<file path="src/rtl/mem_port_arbiter_pkg.sv">
// Shared types for the single-port BRAM arbiter.
// Holds the FSM and owner encodings plus default bus widths.
package mem_port_arbiter_pkg;

  localparam int DEF_AW = 7;
  localparam int DEF_DW = 32;

  typedef enum logic [1:0] {
    ST_IDLE,
    ST_ISSUE,
    ST_WAIT
  } state_e;

  typedef enum logic [1:0] {
    OWN_NONE,
    OWN_IF,
    OWN_DM
  } owner_e;

endpackage

</file>
<file path="src/rtl/mem_port_arbiter.sv">
// Arbitrates one single-port BRAM between instruction fetch and data memory.
// DM wins by default; a streak limit lets a waiting fetch through.
module mem_port_arbiter
  import mem_port_arbiter_pkg::*;
#(
  parameter int AW            = DEF_AW,
  parameter int DW            = DEF_DW,
  parameter int RD_LAT        = 1,
  parameter int MAX_DM_STREAK = 4
) (
  input  logic          clk,
  input  logic          rst,
  input  logic          if_req,
  input  logic [AW-1:0] if_addr,
  output logic          if_done,
  output logic [DW-1:0] if_rdata,
  input  logic          dm_req,
  input  logic          dm_we,
  input  logic [AW-1:0] dm_addr,
  input  logic [DW-1:0] dm_wdata,
  output logic          dm_done,
  output logic [DW-1:0] dm_rdata,
  output logic          mem_clka,
  output logic          mem_ena,
  output logic          mem_wea,
  output logic [AW-1:0] mem_addra,
  output logic [DW-1:0] mem_dina,
  input  logic [DW-1:0] mem_douta
);

  localparam int SW = $clog2(MAX_DM_STREAK + 1);
  localparam logic [SW-1:0] STREAK_MAX = SW'(MAX_DM_STREAK);
  localparam logic [2:0] LAT_LAST = 3'(RD_LAT);

  state_e        state_q, state_d;
  owner_e        owner_q, owner_d;
  logic [AW-1:0] addr_q, addr_d;
  logic          we_q, we_d;
  logic [DW-1:0] wdata_q, wdata_d;
  logic [2:0]    lat_q, lat_d;
  logic [SW-1:0] streak_q, streak_d;
  logic [DW-1:0] if_rdata_q, if_rdata_d;
  logic [DW-1:0] dm_rdata_q, dm_rdata_d;
  logic          if_done_q, if_done_d;
  logic          dm_done_q, dm_done_d;

  logic if_el, dm_el, grant_dm, grant_if;

  // A requester is ignored during its own done cycle
  assign if_el    = if_req & ~if_done_q;
  assign dm_el    = dm_req & ~dm_done_q;
  assign grant_dm = dm_el & (~if_el | (streak_q != STREAK_MAX));
  assign grant_if = if_el & ~grant_dm;

  always_comb begin
    state_d    = state_q;
    owner_d    = owner_q;
    addr_d     = addr_q;
    we_d       = we_q;
    wdata_d    = wdata_q;
    lat_d      = lat_q;
    streak_d   = streak_q;
    if_rdata_d = if_rdata_q;
    dm_rdata_d = dm_rdata_q;
    if_done_d  = 1'b0;
    dm_done_d  = 1'b0;
    unique case (state_q)
      ST_IDLE: begin
        if (!dm_req) streak_d = '0;
        if (grant_dm) begin
          owner_d = OWN_DM;
          addr_d  = dm_addr;
          we_d    = dm_we;
          wdata_d = dm_wdata;
          state_d = ST_ISSUE;
          if (streak_q != STREAK_MAX)
            streak_d = streak_q + SW'(1);
        end else if (grant_if) begin
          owner_d  = OWN_IF;
          addr_d   = if_addr;
          we_d     = 1'b0;
          state_d  = ST_ISSUE;
          streak_d = '0;
        end
      end
      ST_ISSUE: begin
        state_d = ST_WAIT;
        lat_d   = 3'd1;
      end
      ST_WAIT: begin
        if (lat_q == LAT_LAST) begin
          state_d = ST_IDLE;
          lat_d   = 3'd0;
          owner_d = OWN_NONE;
          if (owner_q == OWN_IF) begin
            if_done_d  = 1'b1;
            if_rdata_d = mem_douta;
          end else if (owner_q == OWN_DM) begin
            dm_done_d = 1'b1;
            if (!we_q) dm_rdata_d = mem_douta;
          end
        end else begin
          lat_d = lat_q + 3'd1;
        end
      end
      default: state_d = ST_IDLE;
    endcase
  end

  always_ff @(posedge clk) begin
    if (rst) begin
      state_q    <= ST_IDLE;
      owner_q    <= OWN_NONE;
      addr_q     <= '0;
      we_q       <= 1'b0;
      wdata_q    <= '0;
      lat_q      <= 3'd0;
      streak_q   <= '0;
      if_rdata_q <= '0;
      dm_rdata_q <= '0;
      if_done_q  <= 1'b0;
      dm_done_q  <= 1'b0;
    end else begin
      state_q    <= state_d;
      owner_q    <= owner_d;
      addr_q     <= addr_d;
      we_q       <= we_d;
      wdata_q    <= wdata_d;
      lat_q      <= lat_d;
      streak_q   <= streak_d;
      if_rdata_q <= if_rdata_d;
      dm_rdata_q <= dm_rdata_d;
      if_done_q  <= if_done_d;
      dm_done_q  <= dm_done_d;
    end
  end

  assign mem_clka  = clk;
  assign mem_ena   = (state_q == ST_ISSUE);
  assign mem_wea   = (state_q == ST_ISSUE) & we_q;
  assign mem_addra = addr_q;
  assign mem_dina  = wdata_q;
  assign if_done   = if_done_q;
  assign dm_done   = dm_done_q;
  assign if_rdata  = if_rdata_q;
  assign dm_rdata  = dm_rdata_q;

endmodule

</file>
<file path="config.mk">
export PLATFORM = sky130hd
export DESIGN_NAME = mem_port_arbiter
export DESIGN_NICKNAME = d
export VERILOG_FILES = /design/src/rtl/mem_port_arbiter_pkg.sv /design/src/rtl/mem_port_arbiter.sv
export SDC_FILE = /design/constraint.sdc
export NUM_CORES = 1
export LEC_CHECK = 0
export BUFFER_PORTS_ARGS = -buffer_cell sky130_fd_sc_hd__buf_2
export CORE_MARGIN = 5
export CORE_UTILIZATION = 47
export DETAILED_ROUTE_END_ITERATION = 8
export PLACE_DENSITY = 0.79
export SYNTH_ARGS = -nofsm -noshare
export SYNTH_HDL_FRONTEND = slang
export SYNTH_SLANG_ARGS = --single-unit
</file>
<file path="constraint.sdc">
create_clock -name clk -period 2 [get_ports clk]
set_clock_uncertainty 0.15 [all_clocks]
set_input_delay 0.6 -clock clk [delete_from_list [all_inputs] [get_ports clk]]
set_output_delay 0.6 -clock clk [all_outputs]
set_load 0.02 [all_outputs]
</file>
==> Yosys cells after proc, flatten, opt, wreduce, memory -nomap -nowiden <==
Index checks and enable logic that the tools add are counted.
{ "word_totals": {"input_bits": 83, "latchBits": 0, "romBits": 0, "ram_bits": 0, "memories": 0, "output_inout_bits": 108, "wordCells": 65, "register_bits": 116} }
{ "op_classes": {"shifts": 0, "n_bitwise": 14, "order_cmp": 0, "mux": 18, "div_mod_pow": 0, "reduce_logical": 12, "n_mul": 0, "eq_ne": 8, "add_sub_neg": 2} }
{ "op_table": {"columns": ["op", "n"], "rows": [
  ["3-bit 2-to-1 mux", 5],
  ["7-bit 2-to-1 mux", 2],
  ["2-bit 2-to-1 mux", 4],
  ["1-bit NOT", 8],
  ["3-bit by 1-bit adder with 3-bit output, second input constant", 2],
  ["3-bit inequality test, second input constant", 2],
  ["2-bit one-hot mux with 3 select lines", 1],
  ["3-bit one-hot mux with 2 select lines", 1],
  ["2-bit AND reduction", 3],
  ["3-bit AND reduction", 2],
  ["2-bit nonzero test", 3],
  ["1-bit AND", 5],
  ["5-bit AND reduction", 1],
  ["2-bit by 1-bit equality test with 1-bit output, second input constant", 2],
  ["2-bit equality test, second input constant", 2],
  ["1-bit 2-to-1 mux", 4],
  ["2-bit one-hot mux with 2 select lines", 1],
  ["4-bit OR reduction", 1],
  ["3-bit by 1-bit equality test with 1-bit output, second input constant", 1],
  ["3-bit OR reduction", 1],
  ["2-bit logical NOT", 1],
  ["2-bit inequality test, second input constant", 1],
  ["1-bit OR", 1]
]} }

==> Logic depth before layout (Yosys ltp) <==
Gate-level depths: netlist of run 1.
{ "depth": {"depth_word": 10, "ltp_mapped": 8, "depth_no_buf": 6} }

==> results.cfg, run 1 <==
[cts]
insertion_delay_ns = 0.59
hold_buffers = 0
cts_tree = done
clk_pin_slew_ns = 0.06

[logic_synthesis]
synth_edf_count = 0
synth.area.top_cells = dfxtp_1, nand2_1, a21oi_1, a21oi_2, ha_1
synth_top_cell_area_share_pct = 52.2
synth_ff_type = dfxtp_1
synth_area_per_cell_um2 = 8.14
ys_types = 40
ys_warn_count = 0
async_flop_share_pct = 0
ys_seq_area_share_pct = 52.2
syn_nets = 635
netlist_area_um2 = 4450
ys_seq_elements = 116
syn_inst = 546
yosysTopAreaCell = dfxtp_1

[timing]
clock.fmax_ghz = 0.465
min_period_ns = 2.15
fin_crit_sh_pct = 107
setup_ws_ns = -0.148
slew_headroom_pct = 77.8
rsz0062_at_grt = yes
setup_viol = 2
hold_violations = 0
fin_tns_setup_ns = -0.180
worst_pin_slew_ns = 0.332
slew_viol_final = 0
whs_ns = 0.0946

[route]
drt_iter0_drc = 227
wirelength_mm = 12.6
antenna_left = 0
wl_per_cell_um = 14.3
drcViolationCount = 0
vias = 4416
drtPass1Iterations = 4
via_per_inst = 5.02

[status]
outcome = complete, but fails checks
violations = negative setup slack

[setup_path]
crit_slowest_cell = dfxtp_2
cp.arrival_ns = 1.40
worstPathCellList = inv_2, ha_4, and2_4, buf_6
critPathLaunchType = flop
path_max_fanout = 3
required_ns = 1.25
worstSetupEndpointType = primary output
path_class = reg2out
cp.buffers_inverters = 2
slowest_delay_ns = 0.33
cpLargestDelayFamily = flip-flops

[die]
die_w_um = 107
placementRows = 35
start_util_pct = 48.1
fp.coreArea_um2 = 9240
die_y_um = 107
die_area_um2 = 11500
io_pins = 191

[place]
io_buffers = 190
place.gp.congestion = 0.800
place_worst_setup_slack_ns = 0.0755
detailed_place_hpwl_mm = 8.65
placed_cells = 843
place_area_um2 = 5540

[grt]
grt_overflow = 0
grt_pass1_wl_mm = 20.3
antenna_found_initial = 0
grt_max_degree = 45
grt_pass1_vias = 4404
grtUsageTotal_pct = 22.0

[cells_and_area]
layout.cells.non_filler = 880
drive_above_1_share_pct = 35.5
final_area_um2 = 6220
fin_nets = 828
area_delta_synth_final_pct = 40.0
layout_common_cells = nand2_1, buf_2, dfxtp_1
final_common_cell = nand2_1

[hold_path]
min_path_type = in2reg

[pwr]
leakage_nw = 2.78
ir_worst_vdd_v = 0.000635
powerDensity_nw_per_um2 = 1090

[job]
drv_cap = 0
==> registers in the layout, indices dropped and copies added (netlist names) <==
signal,count
lat_q,3
state_q,2
mem_addra,7
dm_rdata,32
we_q,1
owner_q,2
if_rdata,32
dm_done,1
streak_q,3
if_done,1
mem_dina,32
==> worst min-delay path, cell delays in order <==
cell and delay (ns):
buf_2 0.09, nand2_1 0.04, a211oi_1 0.05
==> worst paths after layout <==
check	from	to	slack [ns]	depth (start not counted)
max	state_q[1]$_SDFFE_PP0P_	mem_wea	-0.15	4
min reg2reg	dm_rdata[26]$_SDFFE_PP0P_	dm_rdata[26]$_SDFFE_PP0P_	0.30	2
min	if_addr[6]	mem_addra[6]$_SDFFE_PP0P_	0.09	3
max reg2reg	state_q[1]$_SDFFE_PP0P_	we_q$_SDFFE_PP0P_	0.15	8
==> metal layers <==
layer | vias to the layer above | part of all wire [%] | track usage (%)
li1 | 2172 | - | -
met1 | 2081 | 41 | 24.5
met2 | 150 | 51 | 38.0
met3 | 13 | 7.0 | 7.98
met4 | 0 | 1.3 | 8.68
met5 | - | 0 | 0
==> repair_timing <==
action,4_1_cts,5_1_grt
setup buffers,3,1
gates resized for setup,10,2
pin swaps,1,1
setup endpoints to repair,3,4
==> cell usage after synthesis (2+ instances only) <==
cell / count
a311oi_1: 2
nor2b_1: 3
dfxtp_1: 116
buf_6: 6
nand3_1: 2
a21oi_2: 16
nor2_1: 16
o21ai_0: 6
buf_4: 2
inv_1: 6
nand2b_1: 4
mux2i_1: 2
nand2_1: 205
buf_2: 11
and2_1: 4
and3b_1: 2
a211oi_1: 7
a21oi_1: 92
ha_1: 6
nor3b_1: 2
buf_1: 2
clkbuf_1: 16
==> power breakdown <==
group | internal, W | switching (W)
clock | 0.00210 | 0.00107
sequential | 0.00246 | 0.0000886
combinational | 0.000413 | 0.000634
==> cell type report <==
class,count,area [um^2]
diodes,1,2.50
clock buffers,24,498
clock inverters,9,129
fillers,758,3020
inverters,6,22.5
multi-input cells,387,1910
flip-flops and latches,116,2330
well taps,129,161
repair buffers,208,1170
==> logic make-up after synthesis <==
logic type	count (synthesis)	synth area share (%)
flops	116	52.2
fa+ha+maj	6	1.69
simple gates	245	22.7
buf+inv	43	5.12
compound gates	133	17.6
mux	3	0.703
==> per-stage QoR <==
step,util (%),power [W]
2_1_floorplan,-,0.00326
3_5_place_dp,60.0,0.00362
4_1_cts,67.2,0.00678
3_3_place_gp,60.0,0.00358
5_1_grt,67.3,0.00708
6_report,67.4,0.00676
(Power assumes the default switching activity.)
==> run 2: changes to the inputs <==
--- a/config.mk
+++ b/config.mk
@@ -5,11 +5,13 @@
 export SDC_FILE = /design/constraint.sdc
 export NUM_CORES = 1
 export LEC_CHECK = 0
+export ABC_AREA = 1
 export BUFFER_PORTS_ARGS = -buffer_cell sky130_fd_sc_hd__buf_2
 export CORE_MARGIN = 5
-export CORE_UTILIZATION = 47
+export CORE_UTILIZATION = 48
+export CTS_BUF_LIST = sky130_fd_sc_hd__clkbuf_8 sky130_fd_sc_hd__clkbuf_16
 export DETAILED_ROUTE_END_ITERATION = 8
-export PLACE_DENSITY = 0.79
+export PLACE_DENSITY = 0.8
 export SYNTH_ARGS = -nofsm -noshare
 export SYNTH_HDL_FRONTEND = slang
 export SYNTH_SLANG_ARGS = --single-unit
==> run 2 against run 1 <==
Net effect:
- the flow still finishes with violations (negative setup slack)
- sequential power up 8.2%
- first-iteration DRC count down 18%
- global-route usage down 1.4 points
- sequential share of layout area down 1.4 points
- area after synthesis up 5.5%
- combinational power up 100%
==> results.cfg, run 2 <==
[setup_path]
cp.arrival_ns = 1.36
required_ns = 1.25
worstSetupEndpointType = primary output
r2r_slack_ns = 0.06
path_class = reg2out
path_max_fanout = 3
critPathLaunchType = flop

[pwr]
leakage_nw = 3.07
intPower_w = 0.00567
powerDensity_nw_per_um2 = 1280
ir_worst_vdd_v = 0.000661
switching_share_pct = 31.2
pwr-share-comb_pct = 25.5
p_sw_w = 0.00257
seqPwrFrac_pct = 33.5
pwr-share-clk_pct = 41.0

[logic_synthesis]
syn_nets = 679
ys_seq_elements = 116
ys_types = 29
synth_ff_type = dfxtp_1
synth_most_common_cell = nor2_1
ys_seq_area_share_pct = 49.5
netlist_area_um2 = 4690
synth_common_cells = nor2_1, dfxtp_1, nand2_1
syn_inst = 590
ys_warn_count = 0
synth_top_cell_area_share_pct = 49.5
synth.area.top_cells = dfxtp_1, nor2_1, o21ai_0, nand2_1, a21oi_2
yosysTopAreaCell = dfxtp_1
async_flop_share_pct = 0
synth_area_per_cell_um2 = 7.95
synth_edf_count = 0

[timing]
clock.fmax_ghz = 0.473
min_period_ns = 2.11
worst_pin_slew_ns = 0.398
fin_crit_sh_pct = 106
setup_viol = 2
fin_tns_setup_ns = -0.170
rsz0062_at_grt = yes
slew_headroom_pct = 73.4
setup_ws_ns = -0.113
slew_viol_final = 0
hold_violations = 0

[status]
outcome = complete, but fails checks
violations = negative setup slack

[cells_and_area]
layout.cells.non_filler = 927
fin_nets = 871
area_delta_synth_final_pct = 37.7
layout_common_cells = buf_2, nor2_1, dfxtp_1
num_antenna_cells = 0
post-route-util_pct = 67.0
drive_above_1_share_pct = 39.8
final_common_cell = buf_2

[place]
io_buffers = 190
placed_cells = 890
place_worst_setup_slack_ns = 0.115
place.gp.congestion = 0.842
detailed_place_hpwl_mm = 8.65

[route]
via_per_inst = 4.76
wirelength_mm = 12.2
drtPass1Iterations = 4
antenna_left = 0
vias = 4415
wl_per_cell_um = 13.1
drcViolationCount = 0
drt_iter0_drc = 186

[cts]
insertion_delay_ns = 0.60
cts_tree = done
clk_pin_slew_ns = 0.06
hold_buffers = 0

[die]
placementRows = 36
die_area_um2 = 11800
die_y_um = 109
fp.coreArea_um2 = 9640
die_w_um = 109
io_pins = 191
start_util_pct = 48.7

[grt]
antenna_found_initial = 0
grtUsageTotal_pct = 20.6
grt_max_degree = 71
grt_pass1_wl_mm = 19.1
grt_overflow = 0
grt_pass1_vias = 4243

[hold_path]
min_path_type = in2reg

[job]
drv_cap = 0
[run 2: cell count changes after synthesis, moves of 4 or more]
cell      before  now
nand2_1      205   86
a211oi_1       7    1
nand3_1        2   10
nand2_2        0   33
buf_2         11    2
nand2b_1       4    0
and2_1         4    0
o21ai_0        6   68
a21oi_2       16   30
nor2_1        16  156
a21oi_1       92    8
inv_1          6   27
[run 2: repair_timing]
| action | in CTS | in global routing |
|---|---|---|
| setup buffers | 2 | 2 |
| pin swaps | 0 | 1 |
| setup endpoints to repair | 3 | 2 |
| gates resized for setup | 9 | 6 |
[run 2: cell type report]
type,instances,area (um^2)
fill,838,3180
sequential,116,2320
multi-input combinational,411,2040
timing repair buffer,202,1140
clock buffer,25,522
tap,133,166
clock inverter,9,150
inverter,31,121
[run 2: path summary, 6_finish.rpt]
| check | cells past startpoint | startpoint | end |
|---|---|---|---|
| setup reg to reg | 9 | state_q[1]$_SDFFE_PP0P_ | if_rdata[30]$_SDFFE_PP0P_ |
| hold / removal | 3 | dm_wdata[29] | mem_dina[29]$_SDFFE_PP0P_ |
| setup / recovery | 5 | state_q[1]$_SDFFE_PP0P_ | mem_wea |
| hold reg to reg | 2 | mem_dina[1]$_SDFFE_PP0P_ | mem_dina[1]$_SDFFE_PP0P_ |
[run 2: cells by family after synthesis]
logic type | after synthesis | synth area share [%]
adder cells (fa/ha/maj) | 6 | 1.60
flip-flops | 116 | 49.5
AO/OA/AOI/OAI | 109 | 14.4
XOR/XNOR | 1 | 0.187
buffers and inverters | 63 | 7.44
AND/OR/NAND/NOR | 295 | 26.9
[run 2: routing by layer]
layer / track usage (%) / wire [um]
met1: 23.3 / 5040
met2: 34.3 / 5900
met3: 7.10 / 1100
met4: 10.6 / 129
met5: 0 / 0
[run 2: worst max-delay path, stage by stage, from the launching register on]
cell     delay [ns]
dfxtp_2        0.34
inv_2          0.05
ha_4           0.16
nand2_2        0.06
inv_2          0.03
buf_6          0.12
[run 2: through the flow]
step | cell area [um^2] | hold slack (ns) | total power, W
after floorplan | 4690 | 0.294 | 0.00436
after global placement | 5730 | 0.300 | 0.00478
after detailed placement | 5730 | 0.305 | 0.00485
after CTS | 6440 | 0.0584 | 0.00827
after global routing | 6460 | 0.0595 | 0.00871
final | 6460 | 0.0948 | 0.00824
[run 2: power by group through the flow]
| stage | Sequential, W | Clock, W | Combinational (W) |
|---|---|---|---|
| CTS | 0.00276 | 0.00345 | 0.00206 |
| floorplan | 0.00304 | 0.0000584 | 0.00126 |
| global route | 0.00280 | 0.00358 | 0.00234 |
| global placement | 0.00278 | 0.0000467 | 0.00195 |
| detailed placement | 0.00279 | 0.0000467 | 0.00202 |
| finish | 0.00276 | 0.00338 | 0.00210 |
==> run 3: changes to the inputs <==
--- a/config.mk
+++ b/config.mk
@@ -7,7 +7,7 @@
 export LEC_CHECK = 0
 export ABC_AREA = 1
 export BUFFER_PORTS_ARGS = -buffer_cell sky130_fd_sc_hd__buf_2
-export CORE_MARGIN = 5
+export CORE_MARGIN = 2
 export CORE_UTILIZATION = 48
 export CTS_BUF_LIST = sky130_fd_sc_hd__clkbuf_8 sky130_fd_sc_hd__clkbuf_16
 export DETAILED_ROUTE_END_ITERATION = 8
==> constraint.sdc (replaced) <==
create_clock -name clk -period 2.4 [get_ports clk]
set_clock_uncertainty 0.15 [all_clocks]
set_input_delay 0.72 -clock clk [delete_from_list [all_inputs] [get_ports clk]]
set_output_delay 0.72 -clock clk [all_outputs]
set_load 0.02 [all_outputs]
==> run 3 against run 2 <==
Net effect:
- the run now ends clean
- utilization down 0.95 points
- via count is 0.11% higher
- design area is 1.4% lower
- clock power is 13% lower
- sequential power down 17%
==> results.cfg, run 3 (same netlist as run 2, synthesis figures left out) <==
[hold_path]
min_path_type = in2reg

[die]
die_w_um = 103
fp.coreArea_um2 = 9640
die_y_um = 103
io_pins = 191
die_area_um2 = 10600
start_util_pct = 48.7
placementRows = 36

[cells_and_area]
fin_nets = 865
num_antenna_cells = 0
area_delta_synth_final_pct = 35.8
fillers = 820
seqCellArea_um2 = 2320
layout_common_cells = buf_2, nor2_1, dfxtp_1
multi_input_area_um2 = 2030
final_common_cell = buf_2
post-route-util_pct = 66.0
layout.cells.non_filler = 922
drive_above_1_share_pct = 38.9

[timing]
clock.fmax_ghz = 0.438
fin_crit_sh_pct = 96.1
slew_viol_final = 0
slew_headroom_pct = 58.8
min_period_ns = 2.31
rsz0062_at_grt = no
fin_tns_setup_ns = 0
worst_pin_slew_ns = 0.616
setup_ws_ns = 0.0933
hold_violations = 0
setup_viol = 0

[route]
drt_iter0_drc = 95
wirelength_mm = 11.7
wl_per_cell_um = 12.7
antenna_left = 0
via_per_inst = 4.79
drcViolationCount = 0
vias = 4420
drtPass1Iterations = 4

[cts]
cts_tree = done
clk_pin_slew_ns = 0.06
insertion_delay_ns = 0.61
hold_buffers = 0
post_cts_buffers = 0

[place]
place_worst_setup_slack_ns = 0.195
place.gp.congestion = 0.821
io_buffers = 190
detailed_place_hpwl_mm = 7.81
placed_cells = 888

[pwr]
powerDensity_nw_per_um2 = 1080
power_w = 0.00691
leakage_nw = 3.02
ir_worst_vdd_v = 0.000651

[setup_path]
crit_slowest_cell = buf_6
path_max_fanout = 2
cpLargestDelayFamily = buffers and inverters
path_class = clk2out
worstSetupEndpointType = primary output
cp.buffers_inverters = 2
critPathLaunchType = clock port
required_ns = 1.53
worstPathCellList = clkbuf_8, buf_6
cp.arrival_ns = 1.44
slowest_delay_ns = 0.12

[grt]
grt_max_degree = 71
grtUsageTotal_pct = 21.8
grt_overflow = 0
grt_pass1_wl_mm = 17.8
antenna_found_initial = 0
grt_pass1_vias = 4014

[status]
outcome = finished, final reports clean

[job]
drv_cap = 0
==> run 3: changes by cell type in the layout (fill, tap and decap cells not counted), sizes merged <==
cell,delta
buf,-6
clkbuf,-4
bufinv,+2
clkinvlp,+2
clkinv,+1
==> run 3: routing by layer <==
metal | track usage, % | vias up | wire, um
met5 | 0 | - | 0
met3 | 7.25 | 22 | 977
met1 | 24.0 | 1988 | 4810
met2 | 38.0 | 172 | 5700
li1 | - | 2238 | -
met4 | 10.2 | 0 | 192
==> run 3: worst paths after layout <==
| kind | from | slack, ns | to | cells past startpoint |
|---|---|---|---|---|
| worst max-delay path | clk | 0.09 | mem_clka | 2 |
| worst min-delay path | dm_wdata[12] | 0.20 | mem_dina[12]$_SDFFE_PP0P_ | 3 |
| worst max register to register | state_q[0]$_SDFFE_PP0P_ | 0.39 | dm_rdata[6]$_SDFFE_PP0P_ | 8 |
| worst min register to register | mem_dina[1]$_SDFFE_PP0P_ | 0.31 | mem_dina[1]$_SDFFE_PP0P_ | 2 |
==> run 3: layout make-up <==
cell class              count  share of cell area (%)
repair buffers            196                    16.1
inverters                  31                    1.91
multi-input cells         411                    31.9
flip-flops and latches    116                    36.5
clock inverters            14                    3.68
clock buffers              21                    7.33
well taps                 133                    2.61
==> run 3: timing repair <==
| action | in CTS | in global routing |
|---|---|---|
| hold endpoints to repair | 0 | 0 |
| endpoints found under the setup margin | 2 | 1 |
| pin swaps | 0 | 0 |
| gates resized for setup | 3 | 3 |
==> run 3: stage by stage <==
step	hold WS (ns)	cell area (um^2)
global placement	0.302	5660
CTS	0.179	6350
global route	0.176	6370
floorplan	0.294	4690
detailed placement	0.303	5660
finish	0.198	6370
==> run 3: power by group <==
group          total [W]  leakage (nW)  internal, W  switching, W
sequential       0.00230         0.943      0.00216      0.000139
clock            0.00295         0.339      0.00202      0.000931
combinational    0.00165          1.74     0.000576       0.00108
total            0.00691          3.02      0.00476       0.00215
